$ cat config.mk
export PLATFORM = sky130hd
export DESIGN_NAME = ob_buf_loader
export DESIGN_NICKNAME = d
export VERILOG_FILES = /design/src/rtl/ob_buf_loader.sv
export SDC_FILE = /design/constraint.sdc
export NUM_CORES = 1
export LEC_CHECK = 0
export ABC_AREA = 1
export BUFFER_PORTS_ARGS = -buffer_cell sky130_fd_sc_hd__buf_4
export CAP_MARGIN = 0
export CORE_UTILIZATION = 46
export DETAILED_ROUTE_END_ITERATION = 16
export GPL_ROUTABILITY_DRIVEN = 1
export HOLD_SLACK_MARGIN = 0.06
export PLACE_DENSITY_LB_ADDON = 0.2
export SYNTH_ARGS = -nofsm -noshare
export SYNTH_HDL_FRONTEND = slang
export SYNTH_SLANG_ARGS = --single-unit
$ cat constraint.sdc
create_clock -name clk -period 1.53 [get_ports clk]
set_input_delay 0.153 -clock clk [delete_from_list [all_inputs] [get_ports clk]]
set_output_delay 0.153 -clock clk [all_outputs]
set_load 0.02 [all_outputs]
$ cat src/rtl/ob_buf_loader.sv
// ---------------------------------------------------------------------------
// ob_buf_loader
//
// Feeds the outbound (Ob) RAM of the PCIe sub-controller from a 128-bit
// valid/ready stream. Each accepted beat is written into Ob RAM one cycle
// later at BASE_ADDR + beat index. A buffer closes on an accepted beat with
// s_last=1 or on the DEPTH-th accepted beat, whichever comes first. After
// closing, a one-cycle ObDataValid pulse hands the buffer to the controller.
// The block then waits for the controller to drop ObRamValid before it
// returns to idle.
//
// Handshake (s_valid / s_ready / s_data / s_last):
//   A beat transfers on a rising edge where s_valid and s_ready are both 1.
//   s_ready depends only on the FSM state, never on s_valid. A beat offered
//   while s_ready=0 is not consumed, and the source must hold it.
//
// Parameters
//   DEPTH      beats per Ob buffer; a power of 2, >= 2
//   ADDR_W     width of ObAddrIn
//   BASE_ADDR  Ob RAM address of beat 0; address arithmetic wraps mod 2^ADDR_W
//
// Ports
//   clk          clock; all logic on the rising edge
//   rst_n        asynchronous active-low reset
//   s_valid      stream beat valid
//   s_data       stream beat data (128 bits)
//   s_last       beat closes the current buffer early
//   s_ready      block accepts a beat this cycle
//   ObWrEn       Ob RAM write strobe (registered, 1 cycle after accept)
//   ObAddrIn     Ob RAM write address (holds when no write)
//   ObDataIn     Ob RAM write data (holds when no write)
//   ObDataValid  1-cycle pulse: buffer complete, handed to controller
//   ObRamValid   controller: Ob RAM is empty and may be filled
//   fill_cnt     beats committed in the most recent buffer (1..DEPTH)
//   busy         FSM is not idle
// ---------------------------------------------------------------------------
module ob_buf_loader #(
  parameter int unsigned       DEPTH     = 64,
  parameter int unsigned       ADDR_W    = 32,
  parameter logic [ADDR_W-1:0] BASE_ADDR = '0
) (
  input  logic                     clk,
  input  logic                     rst_n,
  input  logic                     s_valid,
  input  logic [127:0]             s_data,
  input  logic                     s_last,
  output logic                     s_ready,
  output logic                     ObWrEn,
  output logic [ADDR_W-1:0]        ObAddrIn,
  output logic [127:0]             ObDataIn,
  output logic                     ObDataValid,
  input  logic                     ObRamValid,
  output logic [$clog2(DEPTH):0]   fill_cnt,
  output logic                     busy
);

  // One spare bit so the counter can hold DEPTH itself after a full buffer.
  localparam int unsigned CNT_W = $clog2(DEPTH) + 1;

  typedef enum logic [1:0] {
    IDLE   = 2'd0,
    FILL   = 2'd1,
    COMMIT = 2'd2,
    DRAIN  = 2'd3
  } state_t;

  state_t             state_q;
  state_t             state_d;
  logic [CNT_W-1:0]   idx_q;
  logic               accept;
  logic               at_last_idx;
  logic               close_buf;

  // -------------------------------------------------------------------------
  // Handshake and buffer-close detection
  // -------------------------------------------------------------------------
  assign s_ready     = (state_q == FILL);
  assign busy        = (state_q != IDLE);
  assign accept      = s_valid & s_ready;
  assign at_last_idx = (idx_q == CNT_W'(DEPTH - 1));
  // s_last on the final slot and a full count are the same single close event.
  assign close_buf   = accept & (s_last | at_last_idx);

  // -------------------------------------------------------------------------
  // Next-state logic
  // -------------------------------------------------------------------------
  always_comb begin
    state_d = state_q;
    case (state_q)
      IDLE: begin
        if (ObRamValid) begin
          state_d = FILL;
        end
      end
      FILL: begin
        // ObRamValid is deliberately not looked at here: the controller
        // keeps it asserted while a buffer is being filled.
        if (close_buf) begin
          state_d = COMMIT;
        end
      end
      COMMIT: begin
        state_d = DRAIN;
      end
      DRAIN: begin
        // Wait until the controller has taken the buffer so a new fill
        // cannot start before it has seen ObDataValid.
        if (!ObRamValid) begin
          state_d = IDLE;
        end
      end
      default: begin
        state_d = IDLE;
      end
    endcase
  end

  // -------------------------------------------------------------------------
  // State register
  // -------------------------------------------------------------------------
  always_ff @(posedge clk or negedge rst_n) begin
    if (!rst_n) begin
      state_q <= IDLE;
    end else begin
      state_q <= state_d;
    end
  end

  // -------------------------------------------------------------------------
  // Beat index: cleared on the way into FILL, advanced on each accept.
  // -------------------------------------------------------------------------
  always_ff @(posedge clk or negedge rst_n) begin
    if (!rst_n) begin
      idx_q <= '0;
    end else if ((state_q == IDLE) && ObRamValid) begin
      idx_q <= '0;
    end else if (accept) begin
      idx_q <= idx_q + CNT_W'(1);
    end
  end

  // -------------------------------------------------------------------------
  // Ob RAM write port: one cycle after accept. Address and data hold their
  // last value on cycles without a write.
  // -------------------------------------------------------------------------
  always_ff @(posedge clk or negedge rst_n) begin
    if (!rst_n) begin
      ObWrEn   <= 1'b0;
      ObAddrIn <= '0;
      ObDataIn <= '0;
    end else begin
      ObWrEn <= accept;
      if (accept) begin
        ObAddrIn <= BASE_ADDR + ADDR_W'(idx_q);
        ObDataIn <= s_data;
      end
    end
  end

  // -------------------------------------------------------------------------
  // Hand-off: the pulse is registered from COMMIT. The final beat's write
  // strobe is visible during COMMIT, so the pulse lands one cycle after it.
  // fill_cnt is captured at the same edge and held until the next buffer.
  // -------------------------------------------------------------------------
  always_ff @(posedge clk or negedge rst_n) begin
    if (!rst_n) begin
      ObDataValid <= 1'b0;
      fill_cnt    <= '0;
    end else begin
      ObDataValid <= (state_q == COMMIT);
      if (state_q == COMMIT) begin
        fill_cnt <= idx_q;
      end
    end
  end

endmodule

==> results of run 1 <==
## power by group through the flow
| stage | combinational, W | sequential (W) | clock, W |
|---|---|---|---|
| 6_report | 0.00906 | 0.00687 | 0.00445 |
| 5_1_grt | 0.00977 | 0.00704 | 0.00471 |
| 2_1_floorplan | 0.00259 | 0.00875 | 0 |
| 4_1_cts | 0.00872 | 0.00675 | 0.00447 |
| 3_5_place_dp | 0.00842 | 0.00675 | 0 |
| 3_3_place_gp | 0.00828 | 0.00674 | 0 |
## worst paths after layout
kind                            endpoint  cells after the start  slack [ns]          start
max reg2reg                ObDataIn[112]                      5        0.08     state_q[0]
min                           state_q[0]                      4        0.09     ObRamValid
min in group asynchronous    ObDataIn[5]                      2        0.22          rst_n
min reg2reg                ObDataIn[103]                      2        0.48  ObDataIn[103]
max in group asynchronous       idx_q[3]                      3        0.70          rst_n
max                                 busy                      4        0.05     state_q[0]
## flip-flops by register name, summed over array words and instances, names as in the netlist
signal,cells
state_q,2
ObDataValid,1
fill_cnt,7
ObDataIn,128
idx_q,7
ObAddrIn,7
ObWrEn,1
## area by class of cell
class	instances	share of cell area [%]
Sequential cell	153	37.14
Timing Repair Buffer	422	35.16
Multi-Input combinational cell	487	18.88
Clock buffer	20	4.429
Tap cell	172	2.087
Clock inverter	12	1.650
Inverter	16	0.6552
## repair_timing
action	in CTS	in global routing
gates cloned	0	2
setup endpoints to repair	1	133
setup buffers	1	0
resized for setup	0	10
endpoints found under the hold margin	272	0
hold buffers	130	0
## metal layers
layer / wire length, µm / share of wire (%) / up-vias
met5: 0 / 0 / -
met4: 720 / 3.6 / 0
met3: 1183 / 5.9 / 55
met2: 10640 / 53 / 308
met1: 7453 / 37 / 2915
li1: - / - / 2844
## cell usage after synthesis
cell type	n
sky130_fd_sc_hd__a211oi_1	1
sky130_fd_sc_hd__a21boi_0	1
sky130_fd_sc_hd__a21oi_1	4
sky130_fd_sc_hd__buf_2	13
sky130_fd_sc_hd__buf_4	35
sky130_fd_sc_hd__clkbuf_1	7
sky130_fd_sc_hd__conb_1	1
sky130_fd_sc_hd__dfrtp_1	153
sky130_fd_sc_hd__ha_1	6
sky130_fd_sc_hd__inv_1	15
sky130_fd_sc_hd__inv_2	1
sky130_fd_sc_hd__nand2_1	417
sky130_fd_sc_hd__nand2_2	1
sky130_fd_sc_hd__nand3_1	4
sky130_fd_sc_hd__nand4_1	1
sky130_fd_sc_hd__nor2_1	8
sky130_fd_sc_hd__nor2_2	1
sky130_fd_sc_hd__nor3_1	1
sky130_fd_sc_hd__o21ai_0	14
sky130_fd_sc_hd__o21ai_1	2
sky130_fd_sc_hd__or2_2	1
## through the flow
step	area (µm²)	utilization [%]	setup slack, ns
after floorplan	6175	-	0.08723
after global placement	8292	64.91	0.1186
after detailed placement	8292	64.91	0.06920
after CTS	10230	80.07	0.006942
after global routing	10310	80.73	0.01180
final	10310	80.73	0.05188
## cells by family after synthesis
| logic type | Yosys count |
|---|---|
| simple gates | 434 |
| buf+inv | 71 |
| compound gates | 22 |
| fa+ha+maj | 6 |
| other cells | 1 |
| flops | 153 |
## worst reg2reg max path: cells and delay by family (launching register included)
family / cells / cell delay (ns)
AND/OR/NAND/NOR: 3 / 0.41
adder cells (fa/ha/maj): 1 / 0.19
buffers and inverters: 1 / 0.32
flip-flops: 1 / 0.45
==> impl_summary.log, run 1 <==
[metrics] cell class contributing the biggest share of worst-path delay: flip-flops
[metrics] DRC violation total after the first TritonRoute iteration: 377
[metrics] number of buffers added on ports: 278
[metrics] Die Y-Extent: 117.0 µm
[metrics] delay of the slowest critical-path stage: 0.45 ns
[metrics] most frequent cells in the layout: sky130_fd_sc_hd__nand2_1 (417), sky130_fd_sc_hd__buf_4 (282), sky130_fd_sc_hd__dfrtp_1 (152), sky130_fd_sc_hd__dlygate4sd3_1 (130), sky130_fd_sc_hd__conb_1 (25)
[metrics] Req. time, crit path: 1.38 ns
[metrics] total of endpoints with negative setup slack in the final report: 0
[metrics] Post-Syn Instances: 687
[metrics] sequential group share of total power: 33.7%
[metrics] areal power density over the cells: 1976 nW/µm²
[metrics] category of the worst setup path capture point: output pin
[metrics] cell at the root of the clock tree: sky130_fd_sc_hd__clkbuf_16
[metrics] GR peak layer: met2
[metrics] hold slack final: 0.08803 ns
[metrics] clock latency at the later pin of the worst-skew pair: 0.42 ns
[metrics] die footprint: 13690 µm²
[metrics] top-level I/O count: 304
[metrics] total global routing track utilization: 29.47%
[metrics] net switching power: 0.008054 W
[metrics] final wirelength: 20000 µm
[metrics] antenna violations before repair: 0
[metrics] area growth from synthesis to layout: 69.55%
[metrics] GR Util met2: 52.90%
[metrics] Final Net Count: 1236
[metrics] dominant cell type by count on the critical path: sky130_fd_sc_hd__inv_2
[metrics] most area-consuming cells after synthesis: sky130_fd_sc_hd__dfrtp_1 (63%), sky130_fd_sc_hd__nand2_1 (26%), sky130_fd_sc_hd__buf_4 (4.3%)
[metrics] layout filler cell count: 752
[metrics] unrepaired setup endpoints after global routing: false
[metrics] path category of the worst min-delay check: input pin to register
[metrics] clock tree skew after final layout: 0.01102 ns
[metrics] vias in the first global route: 6260
[metrics] number of max-slew violations in the final report: 0
[metrics] mux contribution to synthesized area: 0%
[metrics] average via count per standard cell: 4.775
[metrics] Reg area: 3830 µm²
[metrics] routability cong.: 0.7644
[metrics] Final Hold Viols: 0
[metrics] outcome: finished, final reports clean
[metrics] count of TritonRoute iterations in the first routing pass: 5
[metrics] Max Fanout on Critical Path: 4
[metrics] distinct cell type count after synthesis: 21
[metrics] main combinational cell family by area after synthesis: simple AND/OR/NAND/NOR gates
[metrics] critical path arrival: 1.33 ns
[metrics] total overflow reported by the global router: 0
[metrics] leading cell type in the layout, fill and taps excluded: sky130_fd_sc_hd__nand2_1
[metrics] Finished Layout Cells: 1282
[metrics] number of sinks on the clock net: 153
[metrics] number of antenna-violating nets in the routed design: 0
[metrics] Synth Area in XOR/XNOR: 0%
[metrics] kind of critical path: register to output pin
[metrics] total DRC errors in the routed layout: 0
[metrics] most area-hungry cell type in the Yosys netlist: sky130_fd_sc_hd__dfrtp_1
[metrics] relative contribution of the clock network to total power: 21.8%
[metrics] row count: 41
[metrics] total power of the final layout: 0.02038 W
[metrics] LEAKAGE: 5.688 nW
[metrics] Std-Cell Core Area: 12770 µm²
[metrics] setup TNS after final layout: 0 ns
[metrics] cell chain of the critical path: inv_2, ha_1, inv_2, buf_6
[metrics] DR WL/cell: 15.60 µm
[metrics] final worst path period share: 96.61%
[metrics] wire length of the first global-routing pass: 30240 µm
[metrics] Cell Int Power: 0.01232 W
[metrics] share of final-layout standard cells stronger than drive strength 1: 29.91%
[metrics] H-Tree Level Count: 4
[metrics] met1 Resource Use GR: 31.55%
[metrics] average footprint of a synthesized cell: 8.853 µm²
[metrics] cell with the biggest individual delay on the critical path: sky130_fd_sc_hd__dfrtp_2
[metrics] sum of buffers and inverters on the critical path: 3
[metrics] ANT cells: 0
[metrics] share of the synthesized area in compound gates (AO/OA/AOI/OAI): 1.893%
[metrics] Fmax: 676.5 MHz
[metrics] post-synthesis instance area: 6082 µm²
[metrics] Longest Clk Path Bufs: 2
[metrics] Sw Share: 39.53%
[metrics] horizontal die dimension: 117.0 µm
[metrics] clock buffers created by TritonCTS: 17
[metrics] area of the multi-input gates: 1947 µm²
[metrics] number of placed cells counting well taps: 1117
[metrics] fraction of met3 tracks used by global routing: 8.136%
[metrics] effective utilization at floorplan: 47.61%
[metrics] total half-perimeter wirelength after legalization and detailed placement: 10720 µm
[metrics] Seq/Total Area, Yosys: 62.95%
[metrics] maxcap violations: 0
[metrics] total via count in the routed design: 6122
[metrics] critical path startpoint category: register
[metrics] post-route minimum period: 1.478 ns
[metrics] clock transition time at the flip-flop clock pins of the worst setup and hold paths: 0.06 ns
[metrics] clock tree from TritonCTS: built
[metrics] share of Yosys cell area claimed by the top area cell type: 62.95%
[metrics] post-synthesis adder-cell area fraction: 1.234%
[metrics] Yosys warnings: 0
[metrics] area share of and/or/nand/nor cells after synthesis: 27.05%
[metrics] register bit count reported by yosys: 153
[metrics] portion of total power attributed to combinational logic: 44.5%
[metrics] maximum number of pins on one net before global-route repair: 69
[metrics] Max VDD drop: 0.001224 V
Power figures use the tool's default switching activity.
==> run 2, diff against run 1 <==
--- a/config.mk
+++ b/config.mk
@@ -9,6 +9,7 @@
 export BUFFER_PORTS_ARGS = -buffer_cell sky130_fd_sc_hd__buf_4
 export CAP_MARGIN = 0
 export CORE_UTILIZATION = 46
+export CTS_BUF_LIST = sky130_fd_sc_hd__clkbuf_4 sky130_fd_sc_hd__clkbuf_8 sky130_fd_sc_hd__clkbuf_16
 export DETAILED_ROUTE_END_ITERATION = 16
 export GPL_ROUTABILITY_DRIVEN = 1
 export HOLD_SLACK_MARGIN = 0.06
==> run 2 against run 1 <==
Count of clock-buffer cells in the layout unchanged; fmax is essentially flat; sequential share of layout area about the same; total power grew 0.17%; critical path depth unchanged; critical path type unchanged; largest cell class unchanged.
==> impl_summary.log, run 2 (synthesis results as in run 1) <==
[metrics] outcome: finished, final reports clean
[metrics] Req. time, crit path: 1.38 ns (about the same)
[metrics] Top reg by flops: ObDataIn
[metrics] LEAKAGE: 5.692 nW (about the same)
[metrics] sequential group share of total power: 33.7% (about the same)
[metrics] horizontal die dimension: 117.0 µm (unchanged)
[metrics] effective utilization at floorplan: 47.61% (unchanged)
[metrics] share of final-layout standard cells stronger than drive strength 1: 30.00% (+0.090 points)
[metrics] Reg area: 3830 µm² (unchanged)
[metrics] Die Y-Extent: 117.0 µm (unchanged)
[metrics] clock latency at the later pin of the worst-skew pair: 0.42 ns (about the same)
[metrics] DRC violation total after the first TritonRoute iteration: 434 (+15%)
[metrics] cell count of the worst reg-to-reg path: 5 (unchanged)
[metrics] number of max-slew violations in the final report: 0 (unchanged)
[metrics] total power of the final layout: 0.02041 W (+0.17%)
[metrics] DR WL/cell: 15.63 µm (+0.17%)
[metrics] area growth from synthesis to layout: 69.61% (about the same)
[metrics] wire length of the first global-routing pass: 30540 µm (+0.98%)
[metrics] clock tree from TritonCTS: built
[metrics] Worst Hold Depth: 4 (unchanged)
[metrics] total via count in the routed design: 6153 (+0.51%)
[metrics] destination of the critical timing path: busy
[metrics] setup TNS after final layout: 0 ns (unchanged)
[metrics] worst reg-to-reg setup slack: 0.08 ns (about the same)
[metrics] most frequent cells in the layout: sky130_fd_sc_hd__nand2_1 (417), sky130_fd_sc_hd__buf_4 (282), sky130_fd_sc_hd__dfrtp_1 (152), sky130_fd_sc_hd__dlygate4sd3_1 (130), sky130_fd_sc_hd__conb_1 (25)
[metrics] top-level I/O count: 304 (unchanged)
[metrics] die footprint: 13690 µm² (unchanged)
[metrics] leading cell type in the layout, fill and taps excluded: sky130_fd_sc_hd__nand2_1
[metrics] ANT cells: 0 (unchanged)
[metrics] Cell Int Power: 0.01234 W (+0.14%)
[metrics] final worst path period share: 96.58% (about the same)
[metrics] hold slack final: 0.08920 ns (+0.001169 ns)
[metrics] Crit Reg-Reg Startpoint: state_q[0]
[metrics] number of antenna-violating nets in the routed design: 0 (unchanged)
[metrics] Final Net Count: 1236 (unchanged)
[metrics] total DRC errors in the routed layout: 0 (unchanged)
[metrics] final wirelength: 20040 µm (+0.17%)
[metrics] portion of total power attributed to combinational logic: 44.4% (about the same)
[metrics] H-Tree Level Count: 4 (unchanged)
[metrics] maximum number of pins on one net before global-route repair: 69 (unchanged)
[metrics] total global routing track utilization: 29.79% (+0.32 points)
[metrics] clock buffers created by TritonCTS: 17 (unchanged)
[metrics] maxcap violations: 0 (unchanged)
[metrics] number of buffers added on ports: 278 (unchanged)
[metrics] row count: 41 (unchanged)
[metrics] path category of the worst min-delay check: input pin to register
[metrics] Longest Clk Path Bufs: 2 (unchanged)
[metrics] Max VDD drop: 0.001224 V (about the same)
[metrics] Std-Cell Core Area: 12770 µm² (unchanged)
[metrics] cell at the root of the clock tree: sky130_fd_sc_hd__clkbuf_16
[metrics] category of the worst setup path capture point: output pin
[metrics] flip-flop count of the largest register, all copies and words added: 128 (unchanged)
[metrics] number of sinks on the clock net: 153 (unchanged)
[metrics] critical path startpoint category: register
[metrics] unrepaired setup endpoints after global routing: false
[metrics] vias in the first global route: 6343 (+1.3%)
[metrics] Final Hold Viols: 0 (unchanged)
[metrics] areal power density over the cells: 1979 nW/µm² (+0.13%)
[metrics] kind of critical path: register to output pin
[metrics] count of TritonRoute iterations in the first routing pass: 7 (+2)
[metrics] Sw Share: 39.54% (about the same)
[metrics] critical path arrival: 1.32 ns (about the same)
[metrics] net switching power: 0.008071 W (+0.21%)
[metrics] post-route minimum period: 1.478 ns (-0.0003908 ns)
[metrics] clock transition time at the flip-flop clock pins of the worst setup and hold paths: 0.06 ns (about the same)
[metrics] clock tree skew after final layout: 0.01170 ns (+0.0006870 ns)
[metrics] layout filler cell count: 751 (-0.13%)
[metrics] total overflow reported by the global router: 0 (unchanged)
[metrics] Fmax: 676.7 MHz (about the same)
[metrics] Max Fanout on Critical Path: 4 (unchanged)
[metrics] total half-perimeter wirelength after legalization and detailed placement: 10720 µm (unchanged)
[metrics] routability cong.: 0.7644 (unchanged)
[metrics] total of endpoints with negative setup slack in the final report: 0 (unchanged)
[metrics] Critical R2R Capture: ObDataIn[112]
[metrics] relative contribution of the clock network to total power: 22.0% (+0.2 points)
[metrics] antenna violations before repair: 0 (unchanged)
[metrics] launching instance or port of the critical path: state_q[0]
[metrics] area of the multi-input gates: 1947 µm² (unchanged)
[metrics] average via count per standard cell: 4.800 (+0.51%)
run 2: power groups by stage:
stage	combinational [W]	sequential (W)	clock [W]
2_1_floorplan	0.00259	0.00875	0
3_3_place_gp	0.00828	0.00674	0
3_5_place_dp	0.00842	0.00675	0
4_1_cts	0.00871	0.00675	0.00450
5_1_grt	0.00978	0.00705	0.00474
6_report	0.00906	0.00687	0.00448
run 2: worst max-delay path, stage by stage, from the launching register on:
cell	delay, ns
sky130_fd_sc_hd__dfrtp_2	0.45
sky130_fd_sc_hd__inv_2	0.09
sky130_fd_sc_hd__ha_1	0.18
sky130_fd_sc_hd__inv_2	0.05
sky130_fd_sc_hd__buf_6	0.12
run 2: worst min path at each step:
stage	from	to	slack [ns]
3_5_place_dp	rst_n	ObDataIn[13]	0.11
6_report	ObRamValid	state_q[0]	0.09
4_1_cts	ObRamValid	state_q[0]	0.08
2_1_floorplan	rst_n	ObAddrIn[0]	-0.14
3_3_place_gp	rst_n	ObDataIn[13]	0.10
5_1_grt	ObRamValid	state_q[0]	0.12
run 2: cell type report:
class | instances | area share (%)
flip-flops and latches | 153 | 37.13
repair buffers | 422 | 35.15
multi-input cells | 487 | 18.87
clock buffers | 20 | 4.463
well taps | 172 | 2.086
clock inverters | 12 | 1.649
inverters | 16 | 0.6549
run 2: repair_timing:
item / in CTS / in global routing
hold buffers: 130 / 0
resized for setup: 0 / 10
setup buffers: 1 / 0
gates cloned: 0 / 2
endpoints found under the setup margin: 1 / 133
hold endpoints to repair: 272 / 0
run 2: metrics by stage:
step	worst slack, ns	area, µm²	instances	utilization (%)
floorplan	0.08723	6175	711	-
global placement	0.1186	8292	1117	64.91
detailed placement	0.06920	8292	1117	64.91
CTS	0.006942	10230	1280	80.10
global route	0.01139	10320	1282	80.76
finish	0.05227	10320	1282	80.76
run 2: per-layer routing:
metal | vias to the layer above | share of wire [%] | global-route usage, %
li1 | 2845 | - | -
met1 | 2944 | 36 | 31.50
met2 | 301 | 54 | 54.00
met3 | 63 | 6.3 | 8.033
met4 | 0 | 4.0 | 16.20
met5 | - | 0 | 0
